$ cat config.mk
export PLATFORM = sky130hd
export DESIGN_NAME = vga_fb_arbiter
export DESIGN_NICKNAME = d
export VERILOG_FILES = /design/src/rtl/vga_fb_pkg.sv /design/src/rtl/vga_fb_arbiter.sv
export SDC_FILE = /design/constraint.sdc
export NUM_CORES = 1
export LEC_CHECK = 0
export CAP_MARGIN = 5
export CORE_ASPECT_RATIO = 1.5
export CORE_UTILIZATION = 40
export DETAILED_ROUTE_END_ITERATION = 16
export GPL_TIMING_DRIVEN = 0
export PLACE_DENSITY = 0.71
export RECOVER_POWER = 100
export SLEW_MARGIN = 30
export SYNTH_ARGS = -nofsm -noshare
export SYNTH_HDL_FRONTEND = slang
export SYNTH_SLANG_ARGS = --single-unit
$ cat constraint.sdc
create_clock -name clk -period 3.15 [get_ports clk]
set_clock_uncertainty 0.15 [all_clocks]
set_input_delay 0.315 -clock clk [delete_from_list [all_inputs] [get_ports clk]]
set_output_delay 0.315 -clock clk [all_outputs]
set_load 0.01 [all_outputs]
$ cat src/rtl/vga_fb_pkg.sv
// Shared types and default sizes for the VGA frame-buffer arbiter.
package vga_fb_pkg;

    typedef enum logic [0:0] {
        FB_IDLE,
        FB_FETCH
    } fb_state_e;

    localparam int unsigned FB_ADDR_W_DEF = 17;
    localparam int unsigned FB_DATA_W_DEF = 8;
    localparam int unsigned FB_BURST_DEF  = 16;

endpackage

$ cat src/rtl/vga_fb_arbiter.sv
// Frame-buffer SRAM arbiter: line prefetch bursts take absolute priority.
// The pixel-draw writer only gets the SRAM when no fetch is running or queued.
// A single pending slot absorbs a line request that arrives mid-burst.
module vga_fb_arbiter
    import vga_fb_pkg::*;
#(
    parameter int unsigned ADDR_W    = FB_ADDR_W_DEF,
    parameter int unsigned DATA_W    = FB_DATA_W_DEF,
    parameter int unsigned BURST_LEN = FB_BURST_DEF
) (
    input  logic              clk,
    input  logic              rst,
    input  logic              i_line_req,
    input  logic [ADDR_W-1:0] i_line_base,
    output logic              o_pix_valid,
    output logic [DATA_W-1:0] o_pix_data,
    output logic              o_line_done,
    output logic              o_overrun,
    input  logic              i_ovr_clr,
    input  logic              i_wr_valid,
    input  logic [ADDR_W-1:0] i_wr_addr,
    input  logic [DATA_W-1:0] i_wr_data,
    output logic              o_wr_ready,
    output logic              o_mem_re,
    output logic              o_mem_we,
    output logic [ADDR_W-1:0] o_mem_addr,
    output logic [DATA_W-1:0] o_mem_wdata,
    input  logic [DATA_W-1:0] i_mem_rdata
);

    localparam int unsigned      CNT_W      = $clog2(BURST_LEN + 1);
    localparam logic [CNT_W-1:0] BURST_CNT  = CNT_W'(BURST_LEN);
    localparam logic [CNT_W-1:0] LAST_ISSUE = CNT_W'(BURST_LEN - 1);

    fb_state_e         state_q, state_d;
    logic [CNT_W-1:0]  cnt_q, cnt_d;
    logic              pend_q, pend_d;
    logic [ADDR_W-1:0] pend_base_q, pend_base_d;
    logic              re_q, re_d;
    logic              we_q, we_d;
    logic              last_q, last_d;
    logic [ADDR_W-1:0] addr_q, addr_d;
    logic [DATA_W-1:0] wdata_q, wdata_d;
    logic              pv_q;
    logic              done_q;
    logic              ovr_q;
    logic              ovr_set;
    logic              boundary;
    logic              start;
    logic [ADDR_W-1:0] start_base;

    // Writer may only proceed when the SRAM is free now and nothing is queued.
    assign o_wr_ready = (state_q == FB_IDLE) & ~pend_q & ~i_line_req;

    // Next-state and next bus command; fetch requests always outrank the writer.
    always_comb begin
        state_d     = state_q;
        cnt_d       = cnt_q;
        pend_d      = pend_q;
        pend_base_d = pend_base_q;
        re_d        = 1'b0;
        we_d        = 1'b0;
        last_d      = 1'b0;
        addr_d      = addr_q;
        wdata_d     = wdata_q;
        ovr_set     = 1'b0;
        start       = 1'b0;
        start_base  = pend_base_q;
        boundary    = (state_q == FB_IDLE) || (cnt_q == BURST_CNT);

        if (boundary) begin
            // Burst finished (or idle): chain the queued fetch first, then a new request.
            if (pend_q) begin
                start       = 1'b1;
                start_base  = pend_base_q;
                pend_d      = i_line_req;
                if (i_line_req) begin
                    pend_base_d = i_line_base;
                end
            end else if (i_line_req) begin
                start      = 1'b1;
                start_base = i_line_base;
            end else begin
                state_d = FB_IDLE;
                if (o_wr_ready && i_wr_valid) begin
                    we_d    = 1'b1;
                    addr_d  = i_wr_addr;
                    wdata_d = i_wr_data;
                end
            end
        end else begin
            // Mid-burst: next consecutive read; a new request queues or is lost.
            re_d   = 1'b1;
            addr_d = addr_q + ADDR_W'(1);
            cnt_d  = cnt_q + CNT_W'(1);
            last_d = (cnt_q == LAST_ISSUE);
            if (i_line_req) begin
                if (pend_q) begin
                    ovr_set = 1'b1;
                end else begin
                    pend_d      = 1'b1;
                    pend_base_d = i_line_base;
                end
            end
        end

        if (start) begin
            state_d = FB_FETCH;
            re_d    = 1'b1;
            addr_d  = start_base;
            cnt_d   = CNT_W'(1);
        end
    end

    // State register.
    always_ff @(posedge clk) begin
        if (rst) begin
            state_q <= FB_IDLE;
        end else begin
            state_q <= state_d;
        end
    end

    // Burst counter, pending slot and registered SRAM command.
    always_ff @(posedge clk) begin
        if (rst) begin
            cnt_q       <= '0;
            pend_q      <= 1'b0;
            pend_base_q <= '0;
            re_q        <= 1'b0;
            we_q        <= 1'b0;
            last_q      <= 1'b0;
            addr_q      <= '0;
            wdata_q     <= '0;
        end else begin
            cnt_q       <= cnt_d;
            pend_q      <= pend_d;
            pend_base_q <= pend_base_d;
            re_q        <= re_d;
            we_q        <= we_d;
            last_q      <= last_d;
            addr_q      <= addr_d;
            wdata_q     <= wdata_d;
        end
    end

    // Read-return pipe: data arrives one cycle after the strobe, done rides with the last word.
    always_ff @(posedge clk) begin
        if (rst) begin
            pv_q   <= 1'b0;
            done_q <= 1'b0;
        end else begin
            pv_q   <= re_q;
            done_q <= re_q & last_q;
        end
    end

    // Sticky overrun flag; a new loss wins over a clear in the same cycle.
    always_ff @(posedge clk) begin
        if (rst) begin
            ovr_q <= 1'b0;
        end else if (ovr_set) begin
            ovr_q <= 1'b1;
        end else if (i_ovr_clr) begin
            ovr_q <= 1'b0;
        end
    end

    assign o_mem_re    = re_q;
    assign o_mem_we    = we_q;
    assign o_mem_addr  = addr_q;
    assign o_mem_wdata = wdata_q;
    assign o_pix_valid = pv_q;
    assign o_line_done = done_q;
    assign o_overrun   = ovr_q;
    // The SRAM output register already holds the word; qualify it with the strobe.
    assign o_pix_data  = pv_q ? i_mem_rdata : '0;

endmodule

Yosys cells after proc, flatten, opt, wreduce, memory -nomap -nowiden --
Cells that the tools add are included.
Storage, ports and cells: output and inout port bits 39, bits of input ports 55, register bits after elaboration 55
Operators by class: muxes and demuxes 33, reductions and logical operators 12, eq/ne operators 10, bitwise operators 7, add/sub/neg operators 2
Operators by type and width (number):
- 2-to-1 mux 17 bit | 12
- 2-to-1 mux 1 bit | 20
- adder 17 x 1 -> 17 bit (second input constant) | 1
- AND reduction 3 bit | 3
- 2-to-1 mux 8 bit | 1
- inequality test 2 x 1 -> 1 bit (second input constant) | 4
- inequality test 3 x 2 -> 1 bit (second input constant) | 2
- nonzero test 2 bit | 3
- adder 5 x 1 -> 5 bit (second input constant) | 1
- == test 5 x 4 -> 1 bit (second input constant) | 1
- == test 5 bit (second input constant) | 1
- inverter 1 bit | 4
- AND reduction 4 bit | 1
- OR reduction 2 bit | 2
- OR reduction 4 bit | 1
- AND 1 bit | 3
- inequality test 3 x 1 -> 1 bit (second input constant) | 1
- inequality test 2 bit (second input constant) | 1
- logical AND 1 bit | 1
- logical OR 1 bit | 1

Logic depth before layout (Yosys ltp) --
Gate-level depths: netlist of the first run.
word-level depth 9, mapped depth 14, gate-level depth less buffers 11

Least setup slack after synthesis of the first run --
OpenSTA, ideal clock, no wires.
path kind register -> register, start point register cnt_q[0], end point register addr_q[4] (netlist: o_mem_addr[4]), setup slack 0.494 ns, stages on the path, launching flop included 15, arrival time 2.389 ns, cells stage by stage dfxtp_1 > inv_1 > ha_1 > nand4bb_2 > and2_1 > buf_6 > inv_4 > buf_2 > ha_1 > nand2b_1 > a21oi_1 > or3_1 > buf_2 > o21ai_0 > a32o_1
On the way: longest elaborated chain between the ends 5, elaborated cells on any way between the ends 10, those cells by class eq/ne (4); mux (4); reduce/logical (2)
RTL lines:
- from (decl) | RTL line vga_fb_arbiter.sv:36 | logic [CNT_W-1:0] cnt_q, cnt_d;
- from (signal assigned) | RTL line vga_fb_arbiter.sv:136 | cnt_q <= cnt_d;
- == test 5 bit (*) | RTL line vga_fb_arbiter.sv:69 | boundary = (state_q == FB_IDLE) || (cnt_q == BURST_CNT);
- logical OR 1 bit (*) | RTL line vga_fb_arbiter.sv:69
- 2-to-1 mux 1 bit | RTL line vga_fb_arbiter.sv:71 | if (boundary) begin
- inequality test 3 x 1 -> 1 bit (no line) / inequality test 3 x 2 -> 1 bit (equally long branches)
- AND reduction 3 bit (no line)
- to (signal assigned) | RTL line vga_fb_arbiter.sv:142 | addr_q <= addr_d;
- to (decl) | RTL line vga_fb_arbiter.sv:42 | logic [ADDR_W-1:0] addr_q, addr_d;
Every way passes the cells marked *; elsewhere a longest branch is shown, timed or not. A chain may end at the register's enable or synchronous reset.

Worst setup path after layout of the first run --
Ends and elaborated chain as after synthesis.

==> results of run 1 <==
final timing paths:
check,end,cells after the start,start,slack [ns]
setup / recovery,o_mem_addr[4],13,cnt_q[0],0.21
hold / removal,o_pix_valid,2,rst,0.29
setup reg to reg,o_mem_addr[4],13,cnt_q[0],0.21
hold reg to reg,o_line_done,1,last_q,0.30
layout make-up:
class	instances	area [um^2]	area share
Multi-Input combinational cell	280	1650	0.410
Sequential cell	55	1100	0.274
Timing Repair Buffer	91	911	0.227
Buffer	23	103	0.0255
Tap cell	78	97.6	0.0243
Clock buffer	6	82.6	0.0206
Inverter	10	40.0	0.00997
Clock inverter	2	35.0	0.00872
sequential cells by signal, summed over array words and instances (netlist names):
signal / cells
cnt_q: 5
last_q: 1
o_line_done: 1
o_mem_addr: 17
o_mem_re: 1
o_mem_wdata: 8
o_mem_we: 1
o_overrun: 1
o_pix_valid: 1
pend_base_q: 17
pend_q: 1
state_q: 1
kinds of logic (layout without fill, tap and decap cells):
| logic type | count (synthesis) | in the layout | synth area share |
|---|---|---|---|
| muxes | 25 | 25 | 0.0867 |
| and+or+nand+nor | 153 | 153 | 0.251 |
| DFF | 55 | 55 | 0.382 |
| AOI/OAI and AO/OA | 96 | 96 | 0.203 |
| buffers and inverters | 34 | 132 | 0.0516 |
| adders and majority gates | 6 | 6 | 0.0260 |
layer usage:
metal  vias to the layer above  part of all wire  routed length [um]  global-route usage
li1                       1504                 -                   -                   -
met1                      1350              0.41                3470               0.270
met2                       110              0.50                4160               0.393
met3                        21             0.055                 463              0.0322
met4                         0             0.033                 272               0.114
met5                         -                 0                   0                   0
power groups by stage:
stage / clock network, mW / logic [mW] / registers [mW]
after floorplan: 0 / 0.183 / 0.804
after global placement: 0 / 0.380 / 0.800
after detailed placement: 0 / 0.383 / 0.802
after CTS: 0.501 / 0.386 / 0.786
after global routing: 0.531 / 0.409 / 0.794
final: 0.492 / 0.375 / 0.786
per-stage QoR:
step | TNS [ns] | utilization
detailed placement | 0 | 0.564
global placement | 0 | 0.564
global route | -0.00581 | 0.582
floorplan | 0 | -
finish | 0 | 0.582
CTS | 0 | 0.582
timing repair:
item	CTS	global route
hold buffers	0	0
setup endpoints to repair	7	26
gates resized for setup	1	5
pin swaps	0	0
hold endpoints to repair	0	0
critical path, cell delays in order (launching register included):
cell       delay (ns)
dfxtp_1          0.40
inv_1            0.08
ha_1             0.23
nand4bb_2        0.12
and2_0           0.16
buf_6            0.15
inv_4            0.10
ha_1             0.25
nand2b_1         0.19
a21oi_2          0.24
or3_1            0.13
buf_2            0.23
o21ai_0          0.13
a32o_1           0.27
cells in the final DEF, fill, tap and decap left out, types with 3 or more instances in the layout:
master | netlist | routed
nor3_1 | 7 | 6
nor2_1 | 24 | 24
clkbuf_1 | 14 | 15
inv_1 | 8 | 8
buf_2 | 9 | 5
mux2i_1 | 25 | 25
o21ai_0 | 25 | 25
clkbuf_8 | 0 | 6
and2_1 | 12 | 10
and3_1 | 8 | 8
dlygate4sd3_1 | 0 | 38
a31oi_1 | 5 | 5
dfxtp_1 | 55 | 55
o32ai_1 | 4 | 4
o211ai_1 | 8 | 8
nand3_1 | 10 | 10
ha_1 | 6 | 6
clkdlybuf4s50_1 | 0 | 53
nand2_1 | 72 | 71
a21oi_1 | 35 | 34
a32o_1 | 4 | 4
nand4_1 | 3 | 3
==> flow_metrics.py, run 1 <==
metrics = {
    "run_status": {
        "status": "complete, but fails checks",
        "violations": "DRC",
    },
    "cells_and_area": {
        "n_antenna_cell": 0,
        "fill_cells": 668,
        "drive_gt1_frac": 0.0493,
        "final_nets": 527,
        "syn2layout_area_growth_pct": 39.2,
        "final_area_mm2": 0.00402,
        "finalNonFillerCells": 545,
    },
    "floorplanning": {
        "die_y_um": 106,
        "coreArea_mm2": 0.00690,
        "initial_utilization": 0.418,
        "num_rows": 37,
        "die_area_mm2": 0.00756,
        "die-width_um": 71.3,
        "io_pins": 94,
    },
    "min_path": {
        "min_path_type": "in -> reg",
    },
    "sta": {
        "slew_headroom": 0.631,
        "max_freq_ghz": 0.340,
        "finalHoldViolations": 0,
        "holdWs_ns": 0.288,
        "max_slew.worst_pin.slew_ns": 0.554,
        "final.setup.worst_slack_ns": 0.211,
        "post-route-period-util": 0.933,
        "finalSetupViolCount": 0,
        "fin_crit_ns": 2.94,
        "slew_viol_final": 0,
    },
    "placement": {
        "gp_congestion": 0.873,
        "hpwl_um": 6260,
        "io_buffers": 91,
        "place_worst_setup_slack_ns": 0.00432,
        "numPlacedInstances": 538,
        "place_area_mm2": 0.00389,
    },
    "worst_setup_path": {
        "cp-end-kind": "register",
        "worstPathRequired_ns": 3.21,
        "worstPathMaxFanout": 20,
        "path_class": "reg -> reg",
        "critPathArrivalTime_ns": 3.00,
        "cp-start-kind": "register",
    },
    "yosys": {
        "synth.most_common_cell": "nand2_1",
        "syn_avg_cell_area_um2": 7.82,
        "yosysSeqAreaShare": 0.382,
        "synth_largest_area_cell": "dfxtp_1",
        "syn_area_mm2": 0.00289,
        "ys_warn_count": 0,
        "ys_types": 44,
        "synth_seq_cells": 55,
        "synthCells": 369,
        "synth_commonest_cells": "nand2_1, dfxtp_1, a21oi_1",
        "synth.area.top_cells": "dfxtp_1, nand2_1, mux2i_1",
        "synth_edf_count": 0,
        "synth_top_area_share": 0.382,
        "synth_nets": 430,
        "synthArstFlopShare": 0,
        "synth-main-ff-cell": "dfxtp_1",
    },
    "power_and_ir_drop": {
        "fin_total_pwr_mw": 1.65,
        "swShare": 0.285,
        "switchingPower_uw": 470,
        "p_comb_frac": 0.227,
        "seqPwrFrac": 0.476,
        "p_clk_frac": 0.298,
        "power_density_mw_per_mm2": 412,
        "intPower_mw": 1.18,
        "leakagePower_nw": 1.63,
        "ir_drop_v": 0.000237,
    },
    "route": {
        "post_drt_via_cell_ratio": 5.48,
        "drt_iter0_drc": 196,
        "vias": 2985,
        "wl_per_cell_um": 15.3,
        "routed_wl_um": 8370,
        "drt_first_pass_iters": 11,
        "ant_nets": 0,
        "drc_errors": 6,
    },
    "clock_tree": {
        "cts_setup_buffers": 0,
        "cts_tree": "yes",
        "numCtsBuffers": 5,
        "clk_path_buf_depth": 2,
        "clkLatencyLatePin_ns": 0.31,
        "cts.sinks": 55,
        "clkTransAtPathRegs_ns": 0.10,
        "htree_levels": 2,
        "cts_root_buf": "clkbuf_8",
    },
    "grt": {
        "grt_pass1_wl_um": 13400,
        "grt_pass1_vias": 2742,
        "grt_max_degree": 17,
        "track_usage": 0.227,
        "antenna_found_initial": 0,
        "grt-ovfl-total": 0,
    },
    "flow_run": {
        "drv_cap": 0,
    },
}
Power figures use the tool's default switching activity.
==> inputs of run 2 (changes only) <==
GPL_TIMING_DRIVEN = 1   (was 0)
clock period = 3.2 ns   (was 3.15 ns; I/O delays follow)
==> flow_metrics.py, run 2 (synthesized netlist as in run 1, its figures left out) <==
metrics = {
    "run_status": {
        "status": "complete, but fails checks",
        "violations": "DRC, capacitance limit, slew limit",
    },
    "route": {
        "drt_iter0_drc": 189,
        "vias": 2969,
        "ant_nets": 0,
        "drc_errors": 5,
        "post_drt_via_cell_ratio": 5.60,
        "drt_first_pass_iters": 12,
        "wl_per_cell_um": 14.8,
        "routed_wl_um": 7830,
    },
    "sta": {
        "fin_setup_tns_ns": 0,
        "fin_crit_ns": 2.94,
        "finalSetupViolCount": 0,
        "slew_headroom": -0.353,
        "post-route-period-util": 0.918,
        "max_freq_ghz": 0.341,
        "max_slew.worst_pin.slew_ns": 2.03,
        "slew_viol_final": 44,
        "grt_setup_unrepaired": "no",
        "finalHoldViolations": 0,
    },
    "power_and_ir_drop": {
        "intPower_mw": 1.22,
        "ir_drop_v": 0.000225,
        "p_clk_frac": 0.325,
        "swShare": 0.269,
        "fin_total_pwr_mw": 1.67,
        "switchingPower_uw": 450,
        "leakagePower_nw": 1.61,
        "p_comb_frac": 0.212,
        "seqPwrFrac": 0.463,
        "power_density_mw_per_mm2": 419,
    },
    "floorplanning": {
        "die_area_mm2": 0.00756,
        "die_y_um": 106,
        "initial_utilization": 0.418,
        "coreArea_mm2": 0.00690,
        "die-width_um": 71.3,
        "io_pins": 94,
        "num_rows": 37,
    },
    "worst_setup_path": {
        "cpMostUsedCell": "ha_1",
        "worstPathMaxFanout": 12,
        "path_buf_inv": 2,
        "cp-end-kind": "register",
        "path_class": "reg -> reg",
        "startpoint": "cnt_q[0]",
        "crit-reg2reg-launch": "cnt_q[0]",
        "cp-start-kind": "register",
        "crit_chain": "inv_1 > ha_1 > nand4bb_2 > and2_1 > inv_4 > ha_1 > nand2b_1 > a21oi_1 > nor3_2 > nor2_1 > a32o_1",
        "critPathArrivalTime_ns": 3.00,
        "crit_family": "simple AND/OR/NAND/NOR gates",
        "crit_path_max_incr_delay_ns": 0.61,
        "cp_slowest_cell": "nor3_2",
        "worstPathRequired_ns": 3.26,
    },
    "placement": {
        "hpwl_um": 5610,
        "place_area_mm2": 0.00385,
        "io_buffers": 93,
        "gp_congestion": 0.810,
    },
    "clock_tree": {
        "ctsHoldBuffers": 0,
        "numCtsBuffers": 5,
        "clkTransAtPathRegs_ns": 0.10,
        "cts_setup_buffers": 0,
        "cts_tree": "yes",
        "clkLatencyLatePin_ns": 0.31,
        "cts_root_buf": "clkbuf_8",
        "postCtsResizedCells": 0,
        "clk_path_buf_depth": 2,
        "htree_levels": 2,
        "cts.sinks": 55,
    },
    "min_path": {
        "min_from": "last_q",
        "min_path_type": "reg -> reg",
    },
    "grt": {
        "grt-ovfl-total": 0,
        "antenna_found_initial": 0,
        "grt_pass1_vias": 2675,
        "grt_max_degree": 44,
        "grt_pass1_wl_um": 12800,
        "track_usage": 0.211,
    },
    "cells_and_area": {
        "seq_area_mm2": 0.00110,
        "syn2layout_area_growth_pct": 37.9,
        "final_nets": 512,
        "n_antenna_cell": 0,
        "drive_gt1_frac": 0.0354,
        "final_area_mm2": 0.00398,
        "multi_input_area_mm2": 0.00164,
        "final_cell_mix": "nand2_1, dfxtp_1, clkdlybuf4s50_1",
        "fill_cells": 656,
        "layout_commonest_cell": "nand2_1",
    },
    "flow_run": {
        "drv_cap": 1,
    },
}
-- run 2: changes by cell type in the layout (fill, tap and decap cells not counted), moves of 2 or more --
cell,change
buf_2,-4
buf_4,+3
clkbuf_1,-12
clkbuf_2,-2
dlygate4sd3_1,+2
-- run 2: per-stage QoR --
step           utilization  hold WS, ns  std cells  setup slack, ns
2_1_floorplan            -        0.256        369            0.544
3_3_place_gp         0.558        0.261        522           0.0482
3_5_place_dp         0.559        0.272        522            0.384
5_1_grt              0.577        0.339        530           0.0486
4_1_cts              0.578        0.297        530            0.345
6_report             0.577        0.300        530            0.264
-- run 2: layout make-up --
type                       count  area share
multi-input combinational    280       0.412
sequential                    55       0.277
timing repair buffer          99       0.243
tap                           78      0.0245
clock buffer                   6      0.0182
clock inverter                 2      0.0151
inverter                      10      0.0101
-- run 2: worst reg2reg max path, delay by kind of cell (launching register included) --
family,cells,cell delay [ns]
AND/OR/NAND/NOR,5,1.35
AO/OA/AOI/OAI,2,0.47
adder cells (fa/ha/maj),2,0.40
flip-flops,1,0.35
buffers and inverters,2,0.14
-- run 2: power by group through the flow --
stage                     clock network [mW]  logic (mW)  registers (mW)
after floorplan                            0       0.181           0.791
after global placement                     0       0.361           0.787
after detailed placement                   0       0.366           0.789
after CTS                              0.553       0.367           0.773
after global routing                   0.579       0.389           0.780
final                                  0.542       0.354           0.773
-- run 2: final timing paths --
path | to | slack, ns | cells past startpoint
setup / recovery | o_mem_addr[8] | 0.26 | 11
hold / removal | o_line_done | 0.30 | 1
hold reg to reg | o_line_done | 0.30 | 1
setup reg to reg | o_mem_addr[8] | 0.26 | 11
-- run 2: metal layers --
layer	share of wire	GRT usage
met5	0	0
met4	0.028	0.0786
met3	0.044	0.0313
met2	0.50	0.363
met1	0.43	0.264
